$ cat src/rtl/cache_data_ctl.sv
`timescale 1ns/1ps
// cache_data_ctl: direct-mapped, write-back, write-allocate data cache.
// 16 lines x 4 words. On a hit it returns the addressed word and byte. On a miss it
// writes back a dirty victim, then refills the line from a block memory with
// single-cycle read latency.
// Optional feature macro: CACHE_BYTE_OUT_EN. When it is defined, byte_out carries the
// addressed byte. When it is undefined, byte_out is constant 0.
// rst_n is an asynchronous reset and asserts HIGH, despite its name.
module cache_data_ctl #(
    parameter int PA_WIDTH  = 16,
    parameter int WRD_WIDTH = 32,
    parameter int BYTE      = 8,
    parameter int BLK_WIDTH = 128,
    parameter int NUM_LINES = 16
) (
    input  logic                 clk,
    input  logic                 rst_n,
    input  logic [PA_WIDTH-1:0]  addr,
    input  logic [WRD_WIDTH-1:0] data_wr,
    input  logic                 rd_en,
    input  logic                 wr_en,
    input  logic [BLK_WIDTH-1:0] mem_rd_blk,
    output logic [PA_WIDTH-1:0]  mem_addr,
    output logic                 mem_rd_en,
    output logic                 mem_wr_en,
    output logic [BLK_WIDTH-1:0] mem_wr_blk,
    output logic                 hit,
    output logic [WRD_WIDTH-1:0] word_out,
    output logic [BYTE-1:0]      byte_out
);
    localparam int WORDS  = BLK_WIDTH / WRD_WIDTH;
    localparam int BYTES  = WRD_WIDTH / BYTE;
    localparam int BSEL_W = $clog2(BYTES);
    localparam int WSEL_W = $clog2(WORDS);
    localparam int OFF_W  = BSEL_W + WSEL_W;
    localparam int IDX_W  = $clog2(NUM_LINES);
    localparam int TAG_W  = PA_WIDTH - IDX_W - OFF_W;

    typedef enum logic [2:0] {IDLE, COMPARE, WRITEBACK, ALLOCATE, FILL} state_t;
    state_t state_reg, state_next;

    // Latched request: the requester's inputs are not looked at again after IDLE.
    logic [PA_WIDTH-1:0]  req_addr_reg;
    logic [WRD_WIDTH-1:0] req_data_reg;
    logic                 req_wr_reg;

    // Line state. valid/dirty have a reset; tags and data do not.
    logic [NUM_LINES-1:0] valid_reg;
    logic [NUM_LINES-1:0] dirty_reg;
    logic [TAG_W-1:0]     tag_mem  [NUM_LINES];
    logic [BLK_WIDTH-1:0] data_mem [NUM_LINES];

    logic [TAG_W-1:0]     req_tag;
    logic [IDX_W-1:0]     req_idx;
    logic [WSEL_W-1:0]    req_word;
    logic [TAG_W-1:0]     line_tag;
    logic [BLK_WIDTH-1:0] line_data;
    logic [BLK_WIDTH-1:0] line_merged;
    logic [WRD_WIDTH-1:0] line_words [WORDS];
    logic [WRD_WIDTH-1:0] line_word;
    logic [WRD_WIDTH-1:0] new_word;
    logic [BYTE-1:0]      byte_next;
    logic                 line_hit;
    logic                 line_dirty;

    assign req_tag    = req_addr_reg[PA_WIDTH-1 -: TAG_W];
    assign req_idx    = req_addr_reg[OFF_W +: IDX_W];
    assign req_word   = req_addr_reg[BSEL_W +: WSEL_W];
    assign line_tag   = tag_mem[req_idx];
    assign line_data  = data_mem[req_idx];
    assign line_hit   = valid_reg[req_idx] && (line_tag == req_tag);
    assign line_dirty = valid_reg[req_idx] && dirty_reg[req_idx];

    // Split the selected line into words and build the write-merged copy of the line.
    generate
        for (genvar gi = 0; gi < WORDS; gi++) begin : g_word
            assign line_words[gi] = line_data[gi*WRD_WIDTH +: WRD_WIDTH];
            assign line_merged[gi*WRD_WIDTH +: WRD_WIDTH] =
                (req_word == WSEL_W'(gi)) ? req_data_reg : line_words[gi];
        end
    endgenerate

    assign line_word = line_words[req_word];
    assign new_word  = req_wr_reg ? req_data_reg : line_word;

`ifdef CACHE_BYTE_OUT_EN
    logic [BYTE-1:0] new_bytes [BYTES];
    generate
        for (genvar gi = 0; gi < BYTES; gi++) begin : g_byte
            assign new_bytes[gi] = new_word[gi*BYTE +: BYTE];
        end
    endgenerate
    assign byte_next = new_bytes[req_addr_reg[BSEL_W-1:0]];
`else
    logic byte_sel_unused;
    assign byte_next       = '0;
    assign byte_sel_unused = &{1'b0, req_addr_reg[BSEL_W-1:0]};
`endif

    // Next-state logic. A miss always ends by re-entering COMPARE, which then hits.
    always_comb begin
        state_next = state_reg;
        case (state_reg)
            IDLE:      if (rd_en || wr_en) state_next = COMPARE;
            COMPARE: begin
                if (line_hit)        state_next = IDLE;
                else if (line_dirty) state_next = WRITEBACK;
                else                 state_next = ALLOCATE;
            end
            WRITEBACK: state_next = ALLOCATE;
            ALLOCATE:  state_next = FILL;
            FILL:      state_next = COMPARE;
            default:   state_next = IDLE;
        endcase
    end

    // State, request latch, line flags and registered outputs. The memory strobes are
    // decoded from state_next, so they are high exactly while in WRITEBACK or ALLOCATE.
    always_ff @(posedge clk or posedge rst_n) begin
        if (rst_n) begin
            state_reg    <= IDLE;
            req_addr_reg <= '0;
            req_data_reg <= '0;
            req_wr_reg   <= 1'b0;
            valid_reg    <= '0;
            dirty_reg    <= '0;
            hit          <= 1'b0;
            word_out     <= '0;
            byte_out     <= '0;
            mem_addr     <= '0;
            mem_rd_en    <= 1'b0;
            mem_wr_en    <= 1'b0;
            mem_wr_blk   <= '0;
        end else begin
            state_reg  <= state_next;
            hit        <= 1'b0;
            mem_addr   <= '0;
            mem_rd_en  <= 1'b0;
            mem_wr_en  <= 1'b0;
            mem_wr_blk <= '0;
            if (state_reg == IDLE && (rd_en || wr_en)) begin
                req_addr_reg <= addr;
                req_data_reg <= data_wr;
                req_wr_reg   <= wr_en;
            end
            if (state_reg == COMPARE && line_hit) begin
                hit      <= 1'b1;
                word_out <= new_word;
                byte_out <= byte_next;
                if (req_wr_reg) dirty_reg[req_idx] <= 1'b1;
            end
            if (state_reg == FILL) begin
                valid_reg[req_idx] <= 1'b1;
                dirty_reg[req_idx] <= 1'b0;
            end
            if (state_next == WRITEBACK) begin
                mem_wr_en  <= 1'b1;
                mem_addr   <= {line_tag, req_idx, {OFF_W{1'b0}}};
                mem_wr_blk <= line_data;
            end
            if (state_next == ALLOCATE) begin
                mem_rd_en <= 1'b1;
                mem_addr  <= {req_tag, req_idx, {OFF_W{1'b0}}};
            end
        end
    end

    // Line storage: merge one word on a write hit, or load the whole line on a refill.
    always_ff @(posedge clk) begin
        if (state_reg == COMPARE && line_hit && req_wr_reg) data_mem[req_idx] <= line_merged;
        if (state_reg == FILL) begin
            data_mem[req_idx] <= mem_rd_blk;
            tag_mem[req_idx]  <= req_tag;
        end
    end
endmodule

$ cat config.mk
export PLATFORM = sky130hd
export DESIGN_NAME = cache_data_ctl
export DESIGN_NICKNAME = d
export VERILOG_FILES = /design/src/rtl/cache_data_ctl.sv
export SDC_FILE = /design/constraint.sdc
export NUM_CORES = 2
export LEC_CHECK = 0
export CELL_PAD_IN_SITES_DETAIL_PLACEMENT = 0
export CELL_PAD_IN_SITES_GLOBAL_PLACEMENT = 1
export CORE_UTILIZATION = 30
export CTS_CLUSTER_SIZE = 16
export DETAILED_ROUTE_END_ITERATION = 8
export HOLD_SLACK_MARGIN = 0.05
export PLACE_DENSITY_LB_ADDON = 0.1
export RECOVER_POWER = 50
export SYNTH_ARGS = -nofsm -noshare
export SYNTH_HDL_FRONTEND = slang
export SYNTH_SLANG_ARGS = --single-unit
export TNS_END_PERCENT = 10
$ cat constraint.sdc
create_clock -name clk -period 16.57 [get_ports clk]
set_clock_uncertainty 0.2 [all_clocks]
set_input_delay 4.971 -clock clk [delete_from_list [all_inputs] [get_ports clk]]
set_output_delay 4.971 -clock clk [all_outputs]
set_load 0.01 [all_outputs]
# After elaboration in Yosys (flattened, before gate mapping)
# Memories as Yosys holds them, arrays and structs flattened.
# Index checks and enable logic that the tools add are counted.
# totals
mem_count	2
inputBits	180
regBits	263
ram_bits	2176
# mem_list
memory	depth	word_bits	rd	rd_clocked_by_memory_dff	write_ports	line_no	source
data_mem	16	128	1	0	1	51	logic [BLK_WIDTH-1:0] data_mem [NUM_LINES];
tag_mem	16	8	1	0	1	50	logic [TAG_W-1:0] tag_mem [NUM_LINES];
# classes
n_bitwise	6
n_eq_ne	10
n_reduce_logical	9
n_mux	32
order_cmp	3
# op_table
operator	n
two-way mux 128 bit	2
two-way mux 32 bit	7
two-way mux 16 bit	5
binary-select mux 32 bit (select 2 bit)	1
OR 16 bit	2
bitwise AND 16 bit	1
NOT 16 bit	1
one-hot mux 3 bit (5 select lines)	1
equality test 3 x 2 -> 1 bit, second input constant	4
two-way mux 1 bit	11
binary-select mux 1 bit (select 4 bit)	2
equality test 8 bit	1
logical AND 1 bit	6
< comparator 4 x 5 -> 1 bit, second input constant	1
demux 1 bit (select 4 bit)	1
equality test 2 bit, second input constant	2
greater-or-equal comparator 4 x 1 -> 1 bit, second input constant	1
equality test 3 x 1 -> 1 bit, second input constant	1
equality test 3 bit, second input constant	1
greater-or-equal comparator 3 bit, second input constant	1
logical NOT 3 bit	1
two-way mux 3 bit	1
NOT 2 -> 3 bit	1
equality test 2 x 1 -> 1 bit, second input constant	1
other kinds (4)	4

# Longest topological paths before layout
# depth
ltp_word	9
mapped_depth	15
ltp_nobuf	9

# Worst setup path after synthesis
# No wires, ideal clock.
# synth_path
path_kind	register to register
start	register req_addr_reg[4]
end	memory data_mem[12][0], enable pin
stages_incl_launch_ff	13
setup_ns	0.792
t_arrival_ns	11.591
slack_ns	3.987
path_cell_list	dfrtp_1 > buf_6 > buf_4 > buf_4 > mux4_2 > nand2_1 > nor3_1 > nor3_1 > o221ai_1 > nor4_1 > nand2_1 > clkbuf_1 > o21ai_0
# synth_via
elab_chain_len	8
# synth_lines
element	line_no	source
from (decl)	43	logic [PA_WIDTH-1:0] req_addr_reg;
from (signal assigned)	142	req_addr_reg <= addr;
memory (16 x 8 bit) or binary-select mux 1 bit (select 4 bit) (tied branches)	--	
equality test 8 bit or two-way mux 1 bit (tied branches)	71	assign line_hit = valid_reg[req_idx] && (line_tag == req_tag);
logical AND 1 bit	71	
logical AND 1 bit (2 in series)	170	if (state_reg == COMPARE && line_hit && req_wr_reg) data_mem[req_idx] <= line_merged;
two-way mux 1 bit	170	
two-way mux 1 bit (implied by the code)	170	
OR 1 bit (no source line)	--	
to (decl)	51	
# Parallel ways exist; a longest one is shown, timed or not. The select of a mux whose other input is x is not followed.

# Worst setup path after layout
# layout_path
start	register req_addr_reg[4]
end	memory data_mem[5][11], enable pin
# Same word-level chain as after synthesis.

==> results by group <==
Placed design
  • Dpl hpwl: ~200000 um
  • Placed Cells incl. Taps: between 8000 and 9000
  • Input/output buffers: roughly 350
  • GP Congestion: approximately 0.75

Synthesis
  • Synthesized netlist cell count: around 4400
  • Mapped Area: between 90000 and 100000 um2
  • Post-Syn Area per Cell: 21.3 um2
  • Post-synth cell types: between 50 and 60
  • Top FF cell, synth: edfxtp_1
  • YS warnings: 0
  • Ys async rst share: 10.6%
  • Register bit total from synthesis: roughly 2400
  • Sequential area share after synthesis: 75.7%
  • Post-synth EDFFs: between 2000 and 2500

Die
  • IO Count: roughly 370
  • Die area: around 320000 um2
  • Die X: between 500 and 600 um
  • Rows: 206
  • Core Region: around 310000 um2
  • Die height: ~560 um
  • Starting Density: a little under a third

Critical path
  • CP arrival: approximately 12 ns
  • CP Class: register to register
  • Critical Path End Type: register
  • CP Data Required Time: 16.86 ns
  • Crit-path max FO: approximately 80
  • Startpoint type of the worst setup path: register

Clock network
  • Post-CTS Hold Buffers: 0
  • Worst-path clk slew: approximately 0.06 ns
  • CTS tree: done
  • CTS resizes: 0
  • Clock Latency Late Sink: 0.92 ns
  • Clock Path Buffers: 4
  • CTS root buf: clkbuf_16
  • Number of buffers added for setup after CTS: 0
  • Clock Sinks: about 2400
  • Total CTS buffers: about 280
  • Deepest level of the CTS H-tree: 5

Global route
  • Grt total ovfl: 0
  • Global-route wire length before repair: 458000 um
  • Tot GR Track Use: approximately a fifth
  • Initial antenna violation count: 44
  • Vias in the first global route: about 50000
  • Largest net degree at the start of global routing: approximately 120

Status
  • Outcome: finished with violations
  • Failing checks: max-capacitance violations, max-slew violations

Layout
  • Final cell count without fillers: approximately 9500
  • Largest Register: data_mem
  • Max reg flops: between 2000 and 2500
  • Largest registers: data_mem (2048), mem_wr_blk (128), tag_mem (128)
  • Share of cells above drive strength 1: 24.0%
  • Area Overhead vs Synth: 19.1%
  • Most frequent cells in the layout: edfxtp_1 (2176), mux4_2 (663), clkdlybuf4s50_1 (345)
  • Commonest non-fill, non-tap cell in the layout: edfxtp_1
  • # nets final: between 5000 and 6000

Min path
  • Worst min path class: register to register

STA
  • Fin crit share: 69.3%
  • Max-slew violations: ~750
  • Final min period: between 10 and 15 ns
  • Setup TNS: 0 ns
  • Worst-Margin Slew: ~5 ns
  • Hold Fails Final Rpt: 0
  • Max Freq: ~87 MHz
  • RSZ-0062 raised after global routing: false
  • Max-slew headroom at the worst pin: -234%
  • Final Setup Violations: 0

Pwr
  • Leak Pwr: ~37 nW
  • Clk network pwr share: around a quarter
  • Peak supply drop: between 0.1 and 0.15 mV
  • Net Switching: approximately 8.8 mW
  • Pwr dens: 210 nW/um2
  • Switching Fraction: between 30% and 40%
  • Gate power share: a little over a third
  • Seq pwr share: 38.9%
  • Internal: 15.0 mW

Route
  • Violation count after the first detailed-route iteration: about 5100
  • Routed Antenna Nets: 0
  • DR vias: between 40000 and 50000
  • Via-to-Cell Ratio: slightly above 5
  • WL final: about 340000 um
  • Drt first pass iters: 5
  • DR WL/cell: between 30 and 40 um
  • Post-route DRC: 0

Flow run
  • Maxcap violations: 22
final cells by class:
| class | count | area [um2] |
|---|---|---|
| Fill cell | 29200 | 202000 |
| Sequential cell | 2433 | 71800 |
| Multi-Input combinational cell | 1726 | 21900 |
| Clock buffer | 385 | 7740 |
| Tap cell | 4160 | 5200 |
| Timing Repair Buffer | 586 | 5090 |
| Clock inverter | 119 | 978 |
| Inverter | 21 | 85.1 |
| Antenna cell | 21 | 52.6 |
synth_stat cells (64+ instances only):
master / number / area (um2)
nand2_1: 237 / 890
buf_2: 66 / 330
o21ai_0: 120 / 601
mux2_2: 74 / 833
mux2i_1: 132 / 1320
clkbuf_1: 167 / 627
dfrtp_1: 257 / 6430
o22ai_1: 68 / 425
mux4_2: 663 / 14900
edfxtp_1: 2176 / 65300
nor2_1: 64 / 240
and2_1: 136 / 851
final timing paths:
kind,startpoint,end,slack (ns),cells after the start
worst max register to register,req_addr_reg[4],data_mem[5][11],5.08,13
worst max-delay path,req_addr_reg[4],data_mem[5][11],5.08,13
worst min register to register,valid_reg[10],valid_reg[10],0.26,1
worst min-delay path,valid_reg[10],valid_reg[10],0.26,1
min in group asynchronous,rst_n,req_addr_reg[11],5.85,2
max in group asynchronous,rst_n,req_data_reg[18],6.89,4
power by group through the flow:
| stage | combinational (mW) | sequential, mW | clock, mW |
|---|---|---|---|
| 5_1_grt | 9.01 | 9.28 | 6.33 |
| 2_1_floorplan | 4.50 | 9.26 | 0 |
| 3_3_place_gp | 8.73 | 9.33 | 0 |
| 6_report | 8.54 | 9.24 | 5.97 |
| 3_5_place_dp | 8.86 | 9.34 | 0 |
| 4_1_cts | 8.88 | 9.21 | 6.12 |
cells by family (layout without fill, tap and decap cells):
logic type      count (synthesis)  after routing  share of synthesized area [%]
other cells                     1             33                        0.00396
xor+xnor                        5              5                         0.0541
mux                           879            879                           18.2
flops                        2433           2433                           75.7
compound gates                314            314                           2.06
simple gates                  516            516                           2.59
buf+inv                       293           1111                           1.34
routing by layer:
layer | vias to the layer above | global-route usage (%) | wire length (um)
li1 | 19600 | - | -
met1 | 27300 | 29.5 | 148000
met2 | 1569 | 35.3 | 166000
met3 | 371 | 2.55 | 16600
met4 | 0 | 5.91 | 9130
met5 | - | 0 | 0
per-stage QoR:
stage	cell area, um2	total power, mW	utilization [%]	setup slack [ns]	hold slack, ns
final	113000	23.7	35.9	5.08	0.263
after global routing	113000	24.6	35.9	4.01	0.286
after CTS	113000	24.2	36.0	8.32	0.266
after detailed placement	105000	18.2	33.2	8.31	0.248
after global placement	105000	18.1	33.2	8.30	0.245
after floorplan	94800	13.8	-	3.99	0.225
worst max-delay path: stages, from the launching register on:
cell	delay [ns]
dfrtp_1	1.55
clkbuf_1	2.66
buf_4	0.93
nor2_1	0.12
clkbuf_1	0.38
a221o_1	0.48
o221ai_1	0.17
o311ai_0	0.18
or4b_1	0.60
nor3_1	0.65
a21oi_1	0.28
nor3_2	0.23
clkbuf_1	1.74
buf_12	0.66
Power figures use the tool's default switching activity.
